### config.mk
export PLATFORM = sky130hd
export DESIGN_NAME = sound_out_buffer_flat
export DESIGN_NICKNAME = d
export VERILOG_FILES = /design/src/rtl/sound_out_buffer_pkg.sv /design/src/rtl/sound_out_buffer_if.sv /design/src/rtl/sound_out_buffer_fifo.sv /design/src/rtl/sound_out_buffer.sv /design/src/flat_wrapper.sv
export SDC_FILE = /design/constraint.sdc
export NUM_CORES = 1
export LEC_CHECK = 0
export ABC_AREA = 1
export BUFFER_PORTS_ARGS = -buffer_cell sky130_fd_sc_hd__buf_2
export CAP_MARGIN = 15
export CORE_MARGIN = 2
export CORE_UTILIZATION = 55
export DETAILED_ROUTE_END_ITERATION = 10
export PLACE_DENSITY = 0.71
export SYNTH_ARGS = -nofsm -noshare
export SYNTH_HDL_FRONTEND = slang
export SYNTH_SLANG_ARGS = --single-unit
export TNS_END_PERCENT = 10
### constraint.sdc
create_clock -name clk -period 3.2 [get_ports clk]
set_input_delay 0.16 -clock clk [delete_from_list [all_inputs] [get_ports clk]]
set_output_delay 0.16 -clock clk [all_outputs]
set_load 0.05 [all_outputs]
### src/rtl/sound_out_buffer_pkg.sv
// Shared constants and types for the NeXT sound-out sample buffer.
package sound_pkg;

    localparam int SAMPLE_W      = 32;
    localparam int DEF_DEPTH     = 16;
    localparam int DEF_LOW_WATER = 4;
    localparam int DEF_BURST     = 8;

    typedef enum logic [1:0] {
        IDLE    = 2'd0,
        REQUEST = 2'd1,
        RECEIVE = 2'd2
    } refill_state_t;

endpackage

### src/rtl/sound_out_buffer_if.sv
// Sample write side and I2S read side handshakes of the sound-out buffer.
interface sound_out_buffer_if;
    import sound_pkg::*;

    logic                wr_valid;
    logic [SAMPLE_W-1:0] wr_data;
    logic                wr_ready;
    logic                out_valid;
    logic [SAMPLE_W-1:0] out_data;
    logic                out_ready;

    modport master (
        output wr_valid, wr_data, out_ready,
        input  wr_ready, out_valid, out_data
    );

    modport slave (
        input  wr_valid, wr_data, out_ready,
        output wr_ready, out_valid, out_data
    );

endinterface

### src/rtl/sound_out_buffer_fifo.sv
// Sample storage: dual-pointer RAM with synchronous write and
// asynchronous (fall-through) read of the word at the read pointer.
module sample_fifo
    import sound_pkg::*;
#(
    parameter int DEPTH = DEF_DEPTH
) (
    input  logic                clk,
    input  logic                rst,
    input  logic                clr,
    input  logic                wr_en,
    input  logic [SAMPLE_W-1:0] wr_data,
    input  logic                rd_en,
    output logic [SAMPLE_W-1:0] rd_data
);

    localparam int AW = $clog2(DEPTH);

    logic [SAMPLE_W-1:0] mem [DEPTH];
    logic [AW-1:0]       wr_ptr;
    logic [AW-1:0]       rd_ptr;

    // Pointers advance on accepted transfers and wrap naturally (DEPTH is a power of two).
    always_ff @(posedge clk or posedge rst) begin
        if (rst) begin
            wr_ptr <= '0;
            rd_ptr <= '0;
        end else if (clr) begin
            wr_ptr <= '0;
            rd_ptr <= '0;
        end else begin
            if (wr_en) wr_ptr <= wr_ptr + 1'b1;
            if (rd_en) rd_ptr <= rd_ptr + 1'b1;
        end
    end

    // RAM contents are deliberately left unreset.
    always_ff @(posedge clk) begin
        if (wr_en) mem[wr_ptr] <= wr_data;
    end

    assign rd_data = mem[rd_ptr];

endmodule

### src/rtl/sound_out_buffer.sv
// Sound-out sample buffer: FIFO between NeXT sound-out decode and the I2S
// sender, with a refill-request FSM and a sticky underrun flag.
module sound_out_buffer
    import sound_pkg::*;
#(
    parameter int DEPTH     = DEF_DEPTH,
    parameter int LOW_WATER = DEF_LOW_WATER,
    parameter int BURST     = DEF_BURST
) (
    input  logic                   clk,
    input  logic                   rst,
    input  logic                   enable,
    sound_out_buffer_if.slave      bus,
    output logic                   req,
    output logic [$clog2(DEPTH):0] level,
    output logic                   underrun,
    input  logic                   clr_underrun
);

    localparam int LW = $clog2(DEPTH) + 1;
    localparam int CW = $clog2(BURST) + 1;
    localparam logic [LW-1:0] FULL_LEVEL = LW'(DEPTH);
    localparam logic [LW-1:0] LOW_LEVEL  = LW'(LOW_WATER);
    localparam logic [CW-1:0] BURST_LOAD = CW'(BURST - 1);
    localparam logic [CW-1:0] CNT_ONE    = CW'(1);

    refill_state_t       state;
    logic [CW-1:0]       burst_cnt;
    logic                wr_ready_q;
    logic                wr_acc;
    logic                rd_acc;
    logic [LW-1:0]       level_next;
    logic [SAMPLE_W-1:0] head;

    assign wr_acc        = bus.wr_valid && wr_ready_q;
    assign rd_acc        = bus.out_valid && bus.out_ready;
    assign bus.wr_ready  = wr_ready_q;
    assign bus.out_valid = enable && (level != '0);
    assign bus.out_data  = bus.out_valid ? head : '0;

    sample_fifo #(.DEPTH(DEPTH)) u_fifo (
        .clk     (clk),
        .rst     (rst),
        .clr     (!enable),
        .wr_en   (wr_acc),
        .wr_data (bus.wr_data),
        .rd_en   (rd_acc),
        .rd_data (head)
    );

    // Fill count after this cycle's transfers; a simultaneous read and write cancel out.
    always_comb begin
        level_next = level;
        if (wr_acc && !rd_acc)      level_next = level + 1'b1;
        else if (rd_acc && !wr_acc) level_next = level - 1'b1;
    end

    // Level and registered wr_ready, so a full buffer refuses writes even while being read.
    always_ff @(posedge clk or posedge rst) begin
        if (rst) begin
            level      <= '0;
            wr_ready_q <= 1'b0;
        end else if (!enable) begin
            level      <= '0;
            wr_ready_q <= 1'b0;
        end else begin
            level      <= level_next;
            wr_ready_q <= (level_next < FULL_LEVEL);
        end
    end

    // Refill FSM; burst_cnt holds the words still owed after the one being accepted.
    always_ff @(posedge clk or posedge rst) begin
        if (rst) begin
            state     <= IDLE;
            burst_cnt <= '0;
            req       <= 1'b0;
        end else if (!enable) begin
            state     <= IDLE;
            burst_cnt <= '0;
            req       <= 1'b0;
        end else begin
            case (state)
                IDLE: begin
                    if (level <= LOW_LEVEL) begin
                        state <= REQUEST;
                        req   <= 1'b1;
                    end
                end
                REQUEST: begin
                    if (wr_acc) begin
                        req       <= 1'b0;
                        burst_cnt <= BURST_LOAD;
                        if (BURST == 1) state <= IDLE;
                        else            state <= RECEIVE;
                    end
                end
                RECEIVE: begin
                    if (wr_acc) begin
                        if (burst_cnt <= CNT_ONE) begin
                            state     <= IDLE;
                            burst_cnt <= '0;
                        end else begin
                            burst_cnt <= burst_cnt - 1'b1;
                        end
                    end
                end
                default: begin
                    state     <= IDLE;
                    burst_cnt <= '0;
                    req       <= 1'b0;
                end
            endcase
        end
    end

    // Sticky underrun: the sender asked for data from an empty buffer; a new set beats a clear.
    always_ff @(posedge clk or posedge rst) begin
        if (rst) begin
            underrun <= 1'b0;
        end else if (enable && bus.out_ready && (level == '0)) begin
            underrun <= 1'b1;
        end else if (clr_underrun) begin
            underrun <= 1'b0;
        end
    end

endmodule

### src/flat_wrapper.sv
// flat-port wrapper written by rule: the top's interface ports become plain ports
module sound_out_buffer_flat import sound_pkg::*;
#(
    parameter int DEPTH     = DEF_DEPTH,
    parameter int LOW_WATER = DEF_LOW_WATER,
    parameter int BURST     = DEF_BURST
)
  (clk, rst, enable, req, level, underrun, clr_underrun, bus_wr_valid, bus_wr_data, bus_out_ready, bus_wr_ready, bus_out_valid, bus_out_data);
  sound_out_buffer_if bus_i ();
  input  logic clk;
  input  logic rst;
  input  logic enable;
  output logic req;
  output logic [$clog2(DEPTH):0] level;
  output logic underrun;
  input  logic clr_underrun;
  input wire logic [$bits(bus_i.wr_valid)-1:0] bus_wr_valid;
  input wire logic [$bits(bus_i.wr_data)-1:0] bus_wr_data;
  input wire logic [$bits(bus_i.out_ready)-1:0] bus_out_ready;
  output wire logic [$bits(bus_i.wr_ready)-1:0] bus_wr_ready;
  output wire logic [$bits(bus_i.out_valid)-1:0] bus_out_valid;
  output wire logic [$bits(bus_i.out_data)-1:0] bus_out_data;
  assign bus_i.wr_valid = bus_wr_valid;
  assign bus_i.wr_data = bus_wr_data;
  assign bus_i.out_ready = bus_out_ready;
  assign bus_wr_ready = bus_i.wr_ready;
  assign bus_out_valid = bus_i.out_valid;
  assign bus_out_data = bus_i.out_data;
  sound_out_buffer #(.DEPTH(DEPTH), .LOW_WATER(LOW_WATER), .BURST(BURST)) u_core (.clk(clk), .rst(rst), .enable(enable), .bus(bus_i), .req(req), .level(level), .underrun(underrun), .clr_underrun(clr_underrun));
endmodule
==> results of run 1 <==
## metal layers
layer  routed length (um)  vias to the layer above  global-route usage [%]
met5                    0                        -                       0
met4                 1140                        0                    7.22
met3                 3980                       88                    4.43
met2                24500                      546                    40.0
met1                21800                     7191                    33.7
li1                     -                     7129                       -
## what timing repair did
item,4_1_cts,5_1_grt
gates resized for setup,0,1
endpoints found under the setup margin,0,11
hold endpoints to repair,541,0
hold buffers,37,0
setup buffers,0,1
## final cells by class
type | count | area [um^2]
timing repair buffer | 156 | 1370
sequential | 534 | 15900
fill | 3123 | 15000
tap | 532 | 666
clock buffer | 72 | 1430
multi-input combinational | 1309 | 5780
clock inverter | 21 | 160
inverter | 110 | 420
## kinds of logic after synthesis
family / count (synthesis) / share of synthesized area (%)
fa+ha+maj: 14 / 0.775
flops: 534 / 70.4
compound gates: 192 / 5.26
xor+xnor: 8 / 0.310
simple gates: 1095 / 18.7
buf+inv: 223 / 4.54
## stage by stage
stage	hold WS, ns	TNS [ns]	total power, mW
floorplan	0.149	0	12.4
global placement	0.358	0	13.5
detailed placement	0.377	0	13.6
CTS	0.00966	0	19.4
global route	0.103	-0.0199	20.4
finish	0.0385	0	19.4
## cells in the mapped netlist
| cell | n | share of area (%) |
|---|---|---|
| nand2_1 | 769 | 13 |
| o22ai_1 | 6 | 0.17 |
| nor2_2 | 2 | 0.055 |
| nor3_1 | 1 | 0.022 |
| o21ai_0 | 84 | 1.9 |
| o211ai_1 | 84 | 2.8 |
| buf_4 | 10 | 0.33 |
| nand3_1 | 72 | 1.6 |
| o21ai_1 | 8 | 0.18 |
| nor2_1 | 246 | 4.1 |
| buf_6 | 3 | 0.15 |
| edfxtp_1 | 512 | 68 |
| dfrtp_1 | 22 | 2.4 |
| xor2_1 | 5 | 0.19 |
| inv_4 | 2 | 0.055 |
| a31oi_1 | 3 | 0.083 |
| a21oi_2 | 2 | 0.077 |
| clkinv_1 | 1 | 0.017 |
| xnor2_1 | 3 | 0.12 |
| nand4_1 | 3 | 0.083 |
| buf_1 | 10 | 0.17 |
| a21oi_1 | 5 | 0.11 |
| buf_2 | 58 | 1.3 |
| clkbuf_1 | 27 | 0.45 |
| inv_2 | 1 | 0.017 |
| inv_1 | 106 | 1.8 |
| buf_12 | 1 | 0.089 |
| nand2_2 | 1 | 0.028 |
| clkbuf_2 | 1 | 0.022 |
| buf_8 | 3 | 0.20 |
| nand3b_1 | 1 | 0.033 |
| ha_1 | 14 | 0.77 |
## worst min-delay path, stage by stage
cell and delay [ns]:
buf_2 0.09, nand2_1 0.11, a21oi_1 0.10, nand2_1 0.06, o21ai_0 0.06
## layout by cell type (no fill, tap or decap), types with 3 or more instances in the layout
master and count:
xor2_1 5, edfxtp_1 512, a21oi_1 5, o21ai_1 8, buf_12 21, buf_2 78
ha_1 14, clkbuf_16 53, o22ai_1 6, buf_4 18, nor2_4 16, clkinv_1 8
nor2_1 230, inv_1 104, xnor2_1 3, dlygate4sd3_1 37, o21ai_0 84, dfrtp_1 19
a31oi_1 3, nand2_1 769, o211ai_1 84, inv_2 3, nand4_1 3, nand3_1 72
clkinv_2 8, inv_6 3, clkbuf_8 3, clkbuf_1 16
## registers in the layout, summed over array words and instances, names as in the netlist
register	cells
u_core.underrun	1
u_core.u_fifo.wr_ptr	4
u_core.bus.wr_ready	1
u_core.u_fifo.rd_ptr	4
u_core.level	5
u_core.u_fifo.mem	512
u_core.burst_cnt	4
u_core.state	2
u_core.req	1
## power by group
part	switching [mW]	leakage, nW	internal (mW)
combinational	3.94	4.33	1.70
clock	2.51	0.777	3.27
sequential	0.167	4.90	7.82
## path summary, 6_finish.rpt
path                                         start                 endpoint  slack (ns)  depth (start not counted)
hold / removal                       bus_out_ready  u_core.u_fifo.rd_ptr[0]        0.04                          5
min in group asynchronous                      rst          u_core.level[0]        0.29                          3
max in group asynchronous                      rst  u_core.u_fifo.rd_ptr[0]        2.28                          3
setup reg to reg               u_core.bus.wr_ready  u_core.u_fifo.mem[7][3]        0.92                          7
setup / recovery           u_core.u_fifo.rd_ptr[0]         bus_out_data[20]        0.07                         10
hold reg to reg                         u_core.req               u_core.req        0.54                          2
==> reports/results.txt, run 1 <==
Max-cap viol count: 0
Via density: 5.47
Vias in the first global route: 14400
Die height: 207 um
Post-Place Cell Area: 0.0238 mm^2
First-pass GRT wire length: 79.3 mm
Fmax: 319 MHz
DRC Markers: 0
Max stage delay on crit path: 0.71 ns
CP most frequent cell: nor2_1
Synth warn: 0
Worst Max-Slew Pin Slew: 0.859 ns
Initial drt markers: 1424
Post-place setup slack: 0.662 ns
P&R area growth vs syn: 13.9%
Outcome: finished, final reports clean
IO buf count: 78
Via Count: 15000
# rows: 74
Syn_area_per_cell: 10.9 um^2
Die Span X: 207 um
CP bufs+invs: 2
Share of layout cells above drive strength 1: 9.90%
Final nets: 2216
Crit end category: primary output
Crit Path Class: flip-flop to primary output
Crit start category: flip-flop
Final worst slack: 0.0685 ns
Top Ports: 79
GRT Total Usage: 24.4%
Cell count after placement: 2603
Period utilization: 97.9%
Initial Utilization: 55.5%
CORE AREA: 0.0407 mm^2
Final Hold Fails: 0
Worst-path fanout max: 108
CP max-delay cell: dfrtp_4
Peak supply drop: 0.000510 V
Flops & latches, synth: 534
Seq/Total Area, Yosys: 70.4%
Total CTS buffers: 53
Syn_nets: 2118
Fin area: 0.0258 mm^2
Ant. Diodes: 0
Yosys cell types: 32
Pin count of the biggest net entering global routing: 109
RSZ-0062 raised after global routing: yes
Pwr dens: 753 mW/mm^2
Initial antenna violation count: 0
Critical Path RT: 3.04 ns
Worst-Skew Late Latency: 0.59 ns
Fin util: 63.2%
Grt ovf: 0
Worst Hold Class: primary input to flip-flop
CTS Root Buffer Type: clkbuf_16
Clock sink total: 534
TritonCTS clock tree: yes
Routed wire length per instance: 18.8 um
Non-Filler Instances: 2734
Worst-path clk slew: 0.06 ns
Cell family with most CP delay: buffers and inverters
Leakage: 10.0 nW
Final ANT Viol Nets: 0
Full die area: 0.0427 mm^2
Synthesized area: 0.0226 mm^2
Slew HR: 42.7%
# H-tree levels: 2
First-pass DRT Iterations: 5
WP data arrival: 2.97 ns
Routed WL: 51.4 mm
Clock tree buffer depth: 3
Slew Limit Fails: 0
Cells after Synth: 2066
Dpl hpwl: 27.3 mm
Worst Skew: 0.0152 ns
GP Congestion: 0.804
CP Cell Sequence: buf_12, nor2_1, nor2_1, o21ai_0, nand2_1, nand2_1, nand2_1, nor2_1, nor2_1, buf_2
Minimum clock period: 3.13 ns
Final setup vio count: 0
No activity file was read; power rests on OpenSTA's default activity.
==> run 2: changes to the inputs <==
--- a/config.mk
+++ b/config.mk
@@ -10,6 +10,7 @@
 export CAP_MARGIN = 15
 export CORE_MARGIN = 2
 export CORE_UTILIZATION = 55
+export CTS_CLUSTER_SIZE = 25
 export DETAILED_ROUTE_END_ITERATION = 10
 export PLACE_DENSITY = 0.71
 export SYNTH_ARGS = -nofsm -noshare
==> constraint.sdc (replaced) <==
create_clock -name clk -period 3.2 [get_ports clk]
set_input_delay 0.16 -clock clk [delete_from_list [all_inputs] [get_ports clk]]
set_output_delay 0.16 -clock clk [all_outputs]
set_load 0.01 [all_outputs]
==> run 2 against run 1 <==
Compared with the run above:
- clock skew grew 0.0030 ns
- first-iteration DRC count increased by 1.6%
- clock-buffer cell count fell by 10
- combinational power fell by 12%
- die area did not move
- global-route usage hardly changed
- final area down 0.15%
- via count decreased by 0.65%
- largest cell class unchanged
==> reports/results.txt, run 2 (synthesis results as in run 1) <==
Outcome: finished, final reports clean
P&R area growth vs syn: 13.8%
Crit start category: flip-flop
Slew HR: 30.6% (-12 points)
Total setup buffers inserted after CTS: 0 (unchanged)
Via density: 5.43 (-0.76%)
WP data arrival: 2.81 ns (-0.16 ns)
Post_cts resized: 0 (unchanged)
Share of layout cells above drive strength 1: 9.80% (-0.10 points)
Worst-path clk slew: 0.06 ns (about the same)
Total CTS buffers: 53 (unchanged)
# H-tree levels: 2 (unchanged)
# rows: 74 (unchanged)
Dpl hpwl: 27.3 mm (about the same)
Die Span X: 207 um (unchanged)
Max stage delay on crit path: 0.52 ns (-0.19 ns)
Worst Max-Slew Pin Slew: 1.04 ns (+0.182 ns)
Vias in the first global route: 14300 (-1.1%)
GRT Total Usage: 24.5% (+0.026 points)
First-pass GRT wire length: 79.3 mm (about the same)
Final Hold Fails: 0 (unchanged)
Initial Utilization: 55.5% (unchanged)
Most common cell after layout, fill and taps aside: nand2_1
Ant. Diodes: 0 (unchanged)
Top Ports: 79 (unchanged)
CP max-delay cell: dfrtp_4
Biggest regs: u_core.u_fifo.mem: 512 flops, u_core.level: 5 flops
DRC Markers: 0 (unchanged)
Max-cap viol count: 0 (unchanged)
GP Congestion: 0.784 (-2.4%)
Hold slack: 0.0577 ns (+0.0192 ns)
# hold bufs at CTS: 37 (unchanged)
TritonCTS clock tree: yes
Grt ovf: 0 (unchanged)
Final worst slack: 0.232 ns (+0.164 ns)
Worst-Skew Late Latency: 0.61 ns (+0.02 ns)
Pin count of the biggest net entering global routing: 154 (+41%)
CTS Root Buffer Type: clkbuf_16
Crit end category: primary output
Final setup vio count: 0 (unchanged)
Largest register FFs: 512 (unchanged)
Die height: 207 um (unchanged)
CP Cell Sequence: inv_4, buf_4, nand2_1, nand2_1, nand2_1, nand3_1, nand2_1, nand2_1, nand2_1, nor2_1, buf_2
Worst Hold Class: primary input to flip-flop
Leakage: 10.0 nW (about the same)
Pwr dens: 732 mW/mm^2 (-2.9%)
Full die area: 0.0427 mm^2 (unchanged)
Final nets: 2215 (-0.045%)
Slew Limit Fails: 0 (unchanged)
Peak supply drop: 0.000639 V (+25%)
Minimum clock period: 2.97 ns (-0.164 ns)
Crit Path Class: flip-flop to primary output
CP most frequent cell: nand2_1
Initial antenna violation count: 0 (unchanged)
Worst-path fanout max: 32 (-70%)
RSZ-0062 raised after global routing: no
Biggest register: u_core.u_fifo.mem
Power Total: 18.8 mW (-3.0%)
Final ANT Viol Nets: 0 (unchanged)
Fin util: 63.1% (-0.095 points)
Worst Skew: 0.0182 ns (+0.00299 ns)
Routed wire length per instance: 18.7 um (-0.45%)
Post-place setup slack: 0.879 ns (+0.217 ns)
Via Count: 14900 (-0.65%)
Period utilization: 92.7% (-5.1 points)
CP bufs+invs: 3 (+1)
Most frequent cells in the layout: 769 x nand2_1, 512 x edfxtp_1, 230 x nor2_1, 104 x inv_1
First-pass DRT Iterations: 6 (+1)
CORE AREA: 0.0407 mm^2 (unchanged)
Initial drt markers: 1447 (+1.6%)
Critical Path RT: 3.04 ns (about the same)
Fmax: 337 MHz (+5.5%)
Clock sink total: 534 (unchanged)
Cell family with most CP delay: buffers and inverters
IO buf count: 78 (unchanged)
Clock tree buffer depth: 3 (unchanged)
Routed WL: 51.2 mm (-0.34%)
Setup_tns: 0 ns (unchanged)
-- run 2: cell count changes in the layout (fill, tap and decap cells not counted), sizes merged --
cell and change:
buf -1, bufinv +2, clkbuf -10, clkinv +12, clkinvlp -1, inv +1
-- run 2: report_power, final --
part,internal (mW),switching (mW)
Combinational,1.64,3.34
Sequential,7.82,0.104
Clock,3.35,2.56
Total,12.8,6.00
-- run 2: area by class of cell --
| cell class | count | area, um^2 |
|---|---|---|
| timing repair buffer | 155 | 1290 |
| sequential | 534 | 15900 |
| inverter | 110 | 420 |
| clock buffer | 62 | 1360 |
| fill | 3126 | 15000 |
| multi-input combinational | 1309 | 5780 |
| clock inverter | 35 | 274 |
| tap | 532 | 666 |
-- run 2: path summary, 6_finish.rpt --
path | start | end | slack, ns | depth (start not counted)
max | u_core.u_fifo.rd_ptr[0] | bus_out_data[18] | 0.23 | 11
min | bus_out_ready | u_core.u_fifo.rd_ptr[1] | 0.06 | 5
max reg2reg | u_core.bus.wr_ready | u_core.u_fifo.mem[5][14] | 0.85 | 5
min reg2reg | u_core.state[1] | u_core.state[1] | 0.53 | 2
max in group asynchronous | rst | u_core.u_fifo.rd_ptr[0] | 2.29 | 3
min in group asynchronous | rst | u_core.u_fifo.wr_ptr[3] | 0.28 | 3
-- run 2: through the flow --
stage                     std cells  area (um^2)
after floorplan                2066        22600
after global placement         2603        23700
after detailed placement       2603        23700
after CTS                      2737        25700
after global routing           2737        25700
final                          2737        25700
-- run 2: tightest hold or removal path, delay by kind of cell --
kind,cells,cell delay (ns)
and+or+nand+nor,2,0.19
AOI/OAI and AO/OA,2,0.18
buffers and inverters,1,0.09
-- run 2: layer usage --
| metal | up-vias | track usage, % | routed length, um |
|---|---|---|---|
| met5 | - | 0 | 0 |
| met4 | 0 | 7.27 | 1130 |
| met3 | 95 | 3.91 | 3490 |
| met2 | 533 | 39.6 | 24300 |
| met1 | 7097 | 34.6 | 22300 |
| li1 | 7132 | - | - |
